$ cat config.mk
export PLATFORM = sky130hd
export DESIGN_NAME = counter_bank_flat
export DESIGN_NICKNAME = d
export VERILOG_FILES = /design/src/rtl/counter_bank_pkg.sv /design/src/rtl/counter_bank_if.sv /design/src/rtl/counter_bank_ch.sv /design/src/rtl/counter_bank.sv /design/src/flat_wrapper.sv
export SDC_FILE = /design/constraint.sdc
export NUM_CORES = 1
export LEC_CHECK = 0
export ABC_AREA = 1
export CORE_ASPECT_RATIO = 0.5
export CORE_UTILIZATION = 40
export DETAILED_ROUTE_END_ITERATION = 12
export GPL_TIMING_DRIVEN = 0
export PLACE_DENSITY = 0.65
export SYNTH_ARGS = -nofsm -noshare
export SYNTH_HDL_FRONTEND = slang
export SYNTH_HIERARCHICAL = 1
export SYNTH_SLANG_ARGS = --single-unit
$ cat constraint.sdc
create_clock -name clk -period 1.8 [get_ports clk]
set_input_delay 0.54 -clock clk [delete_from_list [all_inputs] [get_ports clk]]
set_output_delay 0.54 -clock clk [all_outputs]
set_load 0.02 [all_outputs]
$ cat src/rtl/counter_bank_pkg.sv
// Shared types and limits for the counter bank: channel actions, counter modes, parameter ranges.
// Latency: n/a (types and constants only).
// Backpressure: n/a.
package counter_bank_pkg;

    // Per-channel counting behaviour at the range bounds
    typedef enum logic {
        CNT_WRAP,
        CNT_SAT
    } cnt_mode_e;

    // What a channel does on the coming edge, already priority-resolved
    typedef enum logic [1:0] {
        ACT_HOLD,
        ACT_LOAD,
        ACT_INC,
        ACT_DEC
    } cnt_act_e;

    // Legal parameter ranges
    localparam int NUM_CH_MIN = 1;
    localparam int NUM_CH_MAX = 32;
    localparam int WIDTH_MIN  = 2;
    localparam int WIDTH_MAX  = 32;

endpackage

$ cat src/rtl/counter_bank_if.sv
// Signal bundle between a controller and the counter bank; names are from the bank's point of view.
// Latency: none (wires only). Optional i_sat member exists only with COUNTER_BANK_SAT_EN.
// Backpressure: none; the bank accepts every input on every cycle.
interface counter_bank_if #(
    parameter int NUM_CH = 4,
    parameter int WIDTH  = 8
);
    logic [NUM_CH-1:0]       i_en;
    logic [NUM_CH-1:0]       i_down;
    logic [NUM_CH-1:0]       i_load_en;
    logic [NUM_CH*WIDTH-1:0] i_load;
    logic [NUM_CH*WIDTH-1:0] i_limit;
`ifdef COUNTER_BANK_SAT_EN
    logic [NUM_CH-1:0]       i_sat;
`endif
    logic [NUM_CH-1:0]       i_clr_wrap;
    logic                    i_snap_req;
    logic [NUM_CH*WIDTH-1:0] o_count;
    logic [NUM_CH-1:0]       o_at_limit;
    logic [NUM_CH-1:0]       o_at_zero;
    logic [NUM_CH-1:0]       o_wrap_pulse;
    logic [NUM_CH-1:0]       o_wrap_sticky;
    logic [NUM_CH*WIDTH-1:0] o_snap_count;
    logic                    o_snap_valid;

    modport master (
`ifdef COUNTER_BANK_SAT_EN
        output i_sat,
`endif
        output i_en, i_down, i_load_en, i_load, i_limit, i_clr_wrap, i_snap_req,
        input  o_count, o_at_limit, o_at_zero, o_wrap_pulse, o_wrap_sticky,
        input  o_snap_count, o_snap_valid
    );

    modport slave (
`ifdef COUNTER_BANK_SAT_EN
        input  i_sat,
`endif
        input  i_en, i_down, i_load_en, i_load, i_limit, i_clr_wrap, i_snap_req,
        output o_count, o_at_limit, o_at_zero, o_wrap_pulse, o_wrap_sticky,
        output o_snap_count, o_snap_valid
    );

endinterface

$ cat src/rtl/counter_bank_ch.sv
// One counter channel: modulo-limit up/down count with load, registered wrap pulse and sticky wrap flag.
// Latency: count/pulse/sticky 1 cycle after inputs; at_limit/at_zero combinational. Saturation with COUNTER_BANK_SAT_EN.
// Backpressure: none; an action is taken on every edge.
module counter_bank_ch
    import counter_bank_pkg::*;
#(
    parameter int WIDTH = 8
) (
    input  logic             clk,
    input  logic             rst,
    input  logic             i_en,
    input  logic             i_down,
    input  logic             i_load_en,
    input  logic [WIDTH-1:0] i_load,
    input  logic [WIDTH-1:0] i_limit,
`ifdef COUNTER_BANK_SAT_EN
    input  logic             i_sat,
`endif
    input  logic             i_clr_wrap,
    output logic [WIDTH-1:0] o_count,
    output logic             o_at_limit,
    output logic             o_at_zero,
    output logic             o_wrap_pulse,
    output logic             o_wrap_sticky
);

    logic [WIDTH-1:0] r_count;
    logic             r_wrap_pulse;
    logic             r_wrap_sticky;
    logic [WIDTH-1:0] w_next;
    logic             w_wrap;
    cnt_act_e         w_act;
    cnt_mode_e        w_mode;

`ifdef COUNTER_BANK_SAT_EN
    assign w_mode = i_sat ? CNT_SAT : CNT_WRAP;
`else
    assign w_mode = CNT_WRAP;
`endif

    // Resolve the action: load beats count, count beats hold
    always_comb begin
        w_act = ACT_HOLD;
        if (i_load_en) begin
            w_act = ACT_LOAD;
        end else if (i_en) begin
            w_act = i_down ? ACT_DEC : ACT_INC;
        end
    end

    // Next count and wrap event; bounds are compared before any add/subtract so nothing overflows
    always_comb begin
        w_next = r_count;
        w_wrap = 1'b0;
        unique case (w_act)
            ACT_LOAD: begin
                w_next = (i_load > i_limit) ? i_limit : i_load;
            end
            ACT_INC: begin
                if (r_count >= i_limit) begin
                    if (w_mode == CNT_WRAP) begin
                        w_next = '0;
                        w_wrap = 1'b1;
                    end else begin
                        w_next = i_limit;
                    end
                end else begin
                    w_next = r_count + WIDTH'(1);
                end
            end
            ACT_DEC: begin
                if (r_count == '0) begin
                    if (w_mode == CNT_WRAP) begin
                        w_next = i_limit;
                        w_wrap = 1'b1;
                    end else begin
                        w_next = '0;
                    end
                end else if (r_count > i_limit) begin
                    // limit was lowered under a running count: snap down to it quietly
                    w_next = i_limit;
                end else begin
                    w_next = r_count - WIDTH'(1);
                end
            end
            default: begin
                w_next = r_count;
            end
        endcase
    end

    // Count register, wrap pulse, and sticky flag where a new wrap outranks a clear
    always_ff @(posedge clk or posedge rst) begin
        if (rst) begin
            r_count       <= '0;
            r_wrap_pulse  <= 1'b0;
            r_wrap_sticky <= 1'b0;
        end else begin
            r_count       <= w_next;
            r_wrap_pulse  <= w_wrap;
            r_wrap_sticky <= w_wrap | (r_wrap_sticky & ~i_clr_wrap);
        end
    end

    assign o_count       = r_count;
    assign o_at_limit    = (r_count == i_limit);
    assign o_at_zero     = (r_count == '0);
    assign o_wrap_pulse  = r_wrap_pulse;
    assign o_wrap_sticky = r_wrap_sticky;

endmodule

$ cat src/rtl/counter_bank.sv
// Bank of NUM_CH independent up/down counters plus an atomic all-channel snapshot register.
// Latency: counts 1 cycle; snapshot valid 1 cycle after snap_req. Saturation option: COUNTER_BANK_SAT_EN.
// Backpressure: none; snapshot requests are captured every cycle they are asserted.
module counter_bank
    import counter_bank_pkg::*;
#(
    parameter int NUM_CH = 4,
    parameter int WIDTH  = 8
) (
    input  logic         clk,
    input  logic         rst,
    counter_bank_if.slave bus
);

    if (NUM_CH < NUM_CH_MIN || NUM_CH > NUM_CH_MAX) begin : g_bad_num_ch
        $error("counter_bank: NUM_CH out of range");
    end
    if (WIDTH < WIDTH_MIN || WIDTH > WIDTH_MAX) begin : g_bad_width
        $error("counter_bank: WIDTH out of range");
    end

    logic [NUM_CH*WIDTH-1:0] w_count;
    logic [NUM_CH-1:0]       w_at_limit;
    logic [NUM_CH-1:0]       w_at_zero;
    logic [NUM_CH-1:0]       w_wrap_pulse;
    logic [NUM_CH-1:0]       w_wrap_sticky;
    logic [NUM_CH*WIDTH-1:0] r_snap_count;
    logic                    r_snap_valid;

    for (genvar g = 0; g < NUM_CH; g++) begin : g_ch
        counter_bank_ch #(
            .WIDTH (WIDTH)
        ) u_ch (
            .clk           (clk),
            .rst           (rst),
            .i_en          (bus.i_en[g]),
            .i_down        (bus.i_down[g]),
            .i_load_en     (bus.i_load_en[g]),
            .i_load        (bus.i_load[g*WIDTH +: WIDTH]),
            .i_limit       (bus.i_limit[g*WIDTH +: WIDTH]),
`ifdef COUNTER_BANK_SAT_EN
            .i_sat         (bus.i_sat[g]),
`endif
            .i_clr_wrap    (bus.i_clr_wrap[g]),
            .o_count       (w_count[g*WIDTH +: WIDTH]),
            .o_at_limit    (w_at_limit[g]),
            .o_at_zero     (w_at_zero[g]),
            .o_wrap_pulse  (w_wrap_pulse[g]),
            .o_wrap_sticky (w_wrap_sticky[g])
        );
    end

    // Capture the pre-edge counts of every channel together so the snapshot is coherent
    always_ff @(posedge clk or posedge rst) begin
        if (rst) begin
            r_snap_count <= '0;
            r_snap_valid <= 1'b0;
        end else begin
            r_snap_valid <= bus.i_snap_req;
            if (bus.i_snap_req) begin
                r_snap_count <= w_count;
            end
        end
    end

    assign bus.o_count       = w_count;
    assign bus.o_at_limit    = w_at_limit;
    assign bus.o_at_zero     = w_at_zero;
    assign bus.o_wrap_pulse  = w_wrap_pulse;
    assign bus.o_wrap_sticky = w_wrap_sticky;
    assign bus.o_snap_count  = r_snap_count;
    assign bus.o_snap_valid  = r_snap_valid;

endmodule

$ cat src/flat_wrapper.sv
// flat-port wrapper written by rule: the top's interface ports become plain ports
module counter_bank_flat import counter_bank_pkg::*;
#(
    parameter int NUM_CH = 4,
    parameter int WIDTH  = 8
)
  (clk, rst, bus_i_en, bus_i_down, bus_i_load_en, bus_i_load, bus_i_limit, bus_i_clr_wrap, bus_i_snap_req, bus_o_count, bus_o_at_limit, bus_o_at_zero, bus_o_wrap_pulse, bus_o_wrap_sticky, bus_o_snap_count, bus_o_snap_valid);
  counter_bank_if #(.NUM_CH(NUM_CH), .WIDTH(WIDTH)) bus_i ();
  input  logic clk;
  input  logic rst;
  input wire logic [$bits(bus_i.i_en)-1:0] bus_i_en;
  input wire logic [$bits(bus_i.i_down)-1:0] bus_i_down;
  input wire logic [$bits(bus_i.i_load_en)-1:0] bus_i_load_en;
  input wire logic [$bits(bus_i.i_load)-1:0] bus_i_load;
  input wire logic [$bits(bus_i.i_limit)-1:0] bus_i_limit;
  input wire logic [$bits(bus_i.i_clr_wrap)-1:0] bus_i_clr_wrap;
  input wire logic [$bits(bus_i.i_snap_req)-1:0] bus_i_snap_req;
  output wire logic [$bits(bus_i.o_count)-1:0] bus_o_count;
  output wire logic [$bits(bus_i.o_at_limit)-1:0] bus_o_at_limit;
  output wire logic [$bits(bus_i.o_at_zero)-1:0] bus_o_at_zero;
  output wire logic [$bits(bus_i.o_wrap_pulse)-1:0] bus_o_wrap_pulse;
  output wire logic [$bits(bus_i.o_wrap_sticky)-1:0] bus_o_wrap_sticky;
  output wire logic [$bits(bus_i.o_snap_count)-1:0] bus_o_snap_count;
  output wire logic [$bits(bus_i.o_snap_valid)-1:0] bus_o_snap_valid;
  assign bus_i.i_en = bus_i_en;
  assign bus_i.i_down = bus_i_down;
  assign bus_i.i_load_en = bus_i_load_en;
  assign bus_i.i_load = bus_i_load;
  assign bus_i.i_limit = bus_i_limit;
  assign bus_i.i_clr_wrap = bus_i_clr_wrap;
  assign bus_i.i_snap_req = bus_i_snap_req;
  assign bus_o_count = bus_i.o_count;
  assign bus_o_at_limit = bus_i.o_at_limit;
  assign bus_o_at_zero = bus_i.o_at_zero;
  assign bus_o_wrap_pulse = bus_i.o_wrap_pulse;
  assign bus_o_wrap_sticky = bus_i.o_wrap_sticky;
  assign bus_o_snap_count = bus_i.o_snap_count;
  assign bus_o_snap_valid = bus_i.o_snap_valid;
  counter_bank #(.NUM_CH(NUM_CH), .WIDTH(WIDTH)) u_core (.clk(clk), .rst(rst), .bus(bus_i));
endmodule
==> results of run 1 <==
[what timing repair did]
action / 4_1_cts / 5_1_grt
gates cloned: 8 / 0
pin swaps: 85 / 112
setup endpoints to repair: 153 / 61
setup buffers: 119 / 31
gates resized for setup: 399 / 162
[stage by stage]
step | worst slack (ns) | instance area (um2) | power, mW
2_1_floorplan | -0.0115 | 8370 | 5.33
3_3_place_gp | -1.24 | 10300 | 6.76
3_5_place_dp | -1.24 | 10300 | 6.84
4_1_cts | -0.370 | 12200 | 9.74
5_1_grt | -0.416 | 12700 | 10.9
6_report | -0.366 | 12700 | 10.2
[layer usage]
layer / wire [um] / vias up / track usage
li1: - / 4336 / -
met1: 12900 / 4160 / 0.372
met2: 12300 / 291 / 0.432
met3: 1440 / 29 / 0.0299
met4: 323 / 0 / 0.0599
met5: 0 / - / 0
[sequential cells by signal, summed over array words and instances (netlist names)]
name and count:
u_core/bus.o_snap_count 32, u_core/bus.o_snap_valid 1, u_core/g_ch.u_ch/o_count 32, u_core/g_ch.u_ch/o_wrap_pulse 4
u_core/g_ch.u_ch/o_wrap_sticky 4
[tightest hold or removal path, cell delays in order (launching register included)]
cell     delay (ns)
dfrtp_1        0.34
nand2_1        0.05
nand2_1        0.05
[placed cells by master (no fill, tap or decap), types with 13 or more instances in the layout]
master	n
a21oi_2	35
buf_2	17
buf_4	112
buf_6	53
clkbuf_2	14
clkdlybuf4s50_1	20
dfrtp_1	41
dfrtp_2	32
dlygate4sd2_1	65
dlymetal6s2s_1	13
ha_1	34
ha_4	40
inv_1	90
inv_2	41
nand2_1	264
nand2_2	49
nand2_4	30
nand3_1	72
nand3_2	43
nor2_1	204
nor2_2	24
nor2_4	16
xor2_1	28
[report_power, final]
part           leakage (nW)  switching (mW)  internal (mW)  total [mW]
Combinational          5.39            3.39           2.86        6.25
Sequential            0.841           0.284           1.95        2.24
Clock                 0.133           0.694           1.07        1.76
[logic make-up (layout without fill, tap and decap cells)]
kind of cell / Yosys count / after routing / synth area share
DFF: 73 / 73 / 0.231
AOI/OAI and AO/OA: 76 / 76 / 0.0628
adders and majority gates: 76 / 76 / 0.120
and+or+nand+nor: 728 / 732 / 0.428
xor gates and xnor gates: 36 / 36 / 0.0400
buffers and inverters: 185 / 506 / 0.117
[worst max path at each step]
stage                              startpoint                             end  slack (ns)  cells after the start
3_5_place_dp                  bus_i_limit[22]               bus_o_at_limit[2]       -1.24                      8
5_1_grt        u_core/g_ch[3].u_ch/o_count[4]               bus_o_at_limit[3]       -0.42                      7
4_1_cts        u_core/g_ch[0].u_ch/o_count[7]               bus_o_at_limit[0]       -0.37                      6
3_3_place_gp                  bus_i_limit[20]               bus_o_at_limit[2]       -1.24                      8
2_1_floorplan                 bus_i_limit[11]  u_core/g_ch[1].u_ch/o_count[0]       -0.01                     14
6_report                      bus_i_limit[29]               bus_o_at_limit[3]       -0.37                      8
[cell type report]
| cell class | instances | area, um2 |
|---|---|---|
| plain buffers | 21 | 254 |
| clock buffers | 12 | 236 |
| clock inverters | 3 | 42.5 |
| inverters | 158 | 693 |
| flip-flops and latches | 73 | 1870 |
| multi-input cells | 920 | 6480 |
| repair buffers | 312 | 2850 |
| well taps | 259 | 324 |
| fillers | 1598 | 6130 |
==> metrics, run 1 <==
cell with the largest stage delay on the worst path ha_4; first-pass GRT wire length around 43 mm; largest net degree at the start of global routing 34; Max Clock Freq 0.462 GHz; register area share after synthesis 0.231; Chip Width ~200 um; Max VDD drop between 0.0004 and 0.0005 V; vias in the first global route approximately 8400; 1st-pass router iterations 5; DRC viols 0; P_leak about 6.4 nW; Slew HR 0.526; hold slack 0.468 ns; final wirelength roughly 27 mm; CP delay by family, top buffers and inverters; starting DRC count in detailed routing about 580; placed cell count between 1500 and 2000; mapped cell area 7890 um2; Worst Min Path Start u_core/bus.o_snap_count[27]; FF-to-FF Start u_core/g_ch[3].u_ch/o_count[4]; post-synthesis cell type count 32; Hold Crit Endpoint u_core/bus.o_snap_count[27]; Die Y-Extent 101 um; Num Clock Sinks between 70 and 80; hold path cells 2; crit end category primary output; Core Rows 35; Ant. Diodes 0; Tot GR Track Use 0.263; critical path launch point type input pin; CP max FO 3; Routed Antenna Nets 0; Setup-failing EPs final 40; Hold-fix buffers, CTS 0; Final Skew ~0.010 ns; count leader, synth nand2_1; die area just over 20000 um2; Final HPWL DP approximately 18 mm; Core Util, Final 0.675; I/O Buffers ~160; CP required 1.26 ns; FF+latch count, synth between 70 and 80; Slew Viols, Final 0; status finished with violations; Max-Cap Viols 0; CTS tree built; CORE AREA 18900 um2; share of the synthesized area in the top cell type 0.231; worst path bufs/invs 4; Root Driver clkbuf_16; Synth-to-Final Area Change 61.5%; flop-to-flop setup slack -0.25 ns; IO Count 164; Avg Synthesized Cell Area a little under 7 um2; failing checks setup timing; vias between 8000 and 9000; Max stage delay on crit path 0.29 ns; Async SR Flop Fraction 1.00; fin cells ~1800; reg2reg end u_core/g_ch[3].u_ch/o_count[2]; cell taking the most area after synthesis dfrtp_1; Worst Tran Pin Value ~0.7 ns; share of cells above drive strength 1 0.407; CTS HTree Levels 3; Synth warnings 6; fin worst setup slack -0.366 ns; largest cells by area after synthesis dfrtp_1 23%, nand2_1 14%, ha_1 12%; Max clock buf depth 2; Routed wire per std cell about 15 um; fin crit period 2.17 ns; Final Hold Viols 0; PwrDens between 800 and 900 nW/um2; Min-Delay Path Class flop to flop; Overflow after GRT 0; Starting Density 0.418; initial antenna violation count 0; RSZ-0062 raised after global routing yes; EDFF count, synth 0; average vias per placed instance 5.01; Skew-Pair Late Insertion Delay ~0.34 ns; syn nets about 1300; top cells by count, synth 302 x nand2_1, 224 x nor2_1, 137 x inv_1; Syn Inst Count between 1000 and 1500; Final period util 1.20; routability congestion estimate roughly 0.87; setup_tns -7.17 ns; critical-path cell list clkdlybuf4s15_2 -> inv_2 -> ha_4 -> nand2_4 -> nor2_4 -> nand4_4 -> inv_4 -> buf_6; clk slew on worst S/H paths about 0.050 ns; NumNets Final 1654; critical path data arrival time between 1.5 and 2 ns; Post-synth top flop dfrtp_1; cts bufs inserted 9; kind of critical path input pin to primary output; R2R cell count 14
Power figures use the tool's default switching activity.
==> inputs of run 2 (changes only) <==
PLACE_DENSITY = 0.67   (was 0.65)
==> metrics, run 2 (synthesis results as in run 1) <==
Skew-Pair Late Insertion Delay 0.33 ns; CTS tree built; Place WS -1.24 ns; Final Skew slightly above 0.006 ns; Num Clock Sinks 73; RSZ-0062 raised after global routing yes; CORE AREA about 19000 um2; Final Hold Viols 0; Final period util 1.19; Core Rows 35; # fillers between 1500 and 2000; PwrDens just over 800 nW/um2; Synth-to-Final Area Change 61.9%; Max Clock Freq 0.465 GHz; Ant. Diodes 0; P_leak between 6 and 7 nW; average vias per placed instance 5.01; Sw Share 0.429; switching pwr between 4 and 5 mW; initial antenna violation count 0; commonest non-fill, non-tap cells in the layout 272 x nand2_1, 191 x nor2_1, 122 x buf_4, 86 x inv_1, 77 x nand3_1; cts bufs inserted 9; CTS HTree Levels 3; Final HPWL DP approximately 18 mm; I/O Buffers 163; Min-Delay Path Class flop to flop; met3 usage 0.0418; final wirelength 27.6 mm; failing checks setup timing; 1st-pass router iterations 6; NumNets Final 1666; Slew HR 0.520; CP required ~1.3 ns; Tot GR Track Use 0.265; kind of critical path flop to primary output; hold slack 0.471 ns; Setup-failing EPs final 43; Worst Tran Pin Value 0.718 ns; status finished with violations; critical path launch point type flop; starting DRC count in detailed routing 645; critical path data arrival time 1.61 ns; Routed wire per std cell between 15 and 20 um; Gate power share 0.607; Hold-fix buffers, CTS 0; GRT Max-Usage Layer met2; Clock Power Share 0.176; die area ~20000 um2; vias just under 9000; largest net degree at the start of global routing 34; most common cell after layout, fill and taps aside nand2_1; routing usage on met1 0.352; first-pass GRT wire length between 40 and 50 mm; Power Internal between 5 and 6 mW; Overflow after GRT 0; Routed Antenna Nets 0; share of cells above drive strength 1 0.413; vias in the first global route ~8700; Chip Width around 200 um; Root Driver clkbuf_16; Max-Cap Viols 0; crit end category primary output; total power 10.4 mW; fin crit period approximately 2.1 ns; DRC viols 0; Flop pwr share 0.217; Slew Viols, Final 0; fin worst setup slack -0.348 ns; CP max FO 2; Core Util, Final 0.677; Die Y-Extent roughly 100 um; routability congestion estimate ~0.90; grt met2 use 0.456; Max VDD drop roughly 0.00040 V; Max clock buf depth 2; Starting Density 0.418; clk slew on worst S/H paths ~0.06 ns; IO Count ~160
==> run 2: cell count changes in the layout (fill, tap and decap cells not counted), moves of 4 or more <==
cell           delta
buf_4            +10
nand2_1           +8
buf_6             +7
nor2_2           +14
nand2_2           -6
nor2_1           -13
dlygate4sd2_1     +4
inv_1             -4
clkbuf_2          -4
nand3_1           +5
==> run 2: per-stage QoR <==
stage          TNS [ns]  area [um2]  std cells
5_1_grt          -10.99       12800       1771
3_3_place_gp     -51.81       10300       1596
4_1_cts           -6.83       12300       1746
2_1_floorplan   -0.0540        8370       1174
6_report          -7.24       12800       1771
3_5_place_dp     -53.22       10300       1596
==> run 2: power by group through the flow <==
stage,logic [mW],clock network (mW),registers (mW)
final,6.29,1.82,2.25
after global routing,6.79,1.94,2.28
after floorplan,2.63,0,2.70
after global placement,4.24,0,2.51
after detailed placement,4.32,0,2.52
after CTS,5.74,1.88,2.25
==> run 2: what timing repair did <==
action / in CTS / in global routing
resized for setup: 408 / 156
pin swaps: 98 / 93
setup endpoints to repair: 152 / 64
buffers inserted: 126 / 33
gates cloned: 9 / 0
==> run 2: worst max-delay path, cell delays in order, from the launching register on <==
cell and delay [ns]:
dfrtp_2 0.42, buf_6 0.13, ha_4 0.26, nand2_4 0.05, nor2_4 0.12, nand4_4 0.11
inv_4 0.07, buf_6 0.11
==> run 2: final cells by class <==
class / count / area (um2) / share of cell area
clock inverter: 7 / 78.8 / 0.00617
inverter: 158 / 707 / 0.0553
buffer: 21 / 258 / 0.0202
clock buffer: 9 / 225 / 0.0176
timing repair buffer: 323 / 2900 / 0.227
tap: 259 / 324 / 0.0254
multi-input combinational: 921 / 6410 / 0.502
sequential: 73 / 1870 / 0.146
==> run 2: worst paths after layout <==
path | slack (ns) | depth (start not counted) | to | start
worst max register to register | -0.30 | 14 | u_core/g_ch[3].u_ch/o_count[3] | u_core/g_ch[3].u_ch/o_count[4]
worst min-delay path | 0.47 | 2 | u_core/bus.o_snap_count[0] | u_core/bus.o_snap_count[0]
max in group asynchronous | 0.55 | 2 | u_core/bus.o_snap_count[24] | rst
min in group asynchronous | 0.70 | 2 | u_core/g_ch[1].u_ch/o_count[6] | rst
worst max-delay path | -0.35 | 7 | bus_o_at_limit[3] | u_core/g_ch[3].u_ch/o_count[4]
worst min register to register | 0.47 | 2 | u_core/bus.o_snap_count[0] | u_core/bus.o_snap_count[0]
==> run 2: routing by layer <==
metal	vias to the layer above	routed length (um)	share of wire
met1	4174	12600	0.46
met3	36	1660	0.060
met4	0	303	0.011
met2	311	13000	0.47
li1	4360	-	-
met5	-	0	0
==> inputs of run 3 (changes only) <==
CTS_CLUSTER_SIZE = 30   (was not set)
==> results of run 3 <==
Final layout, timing and power as in run 2 (identical DEF).
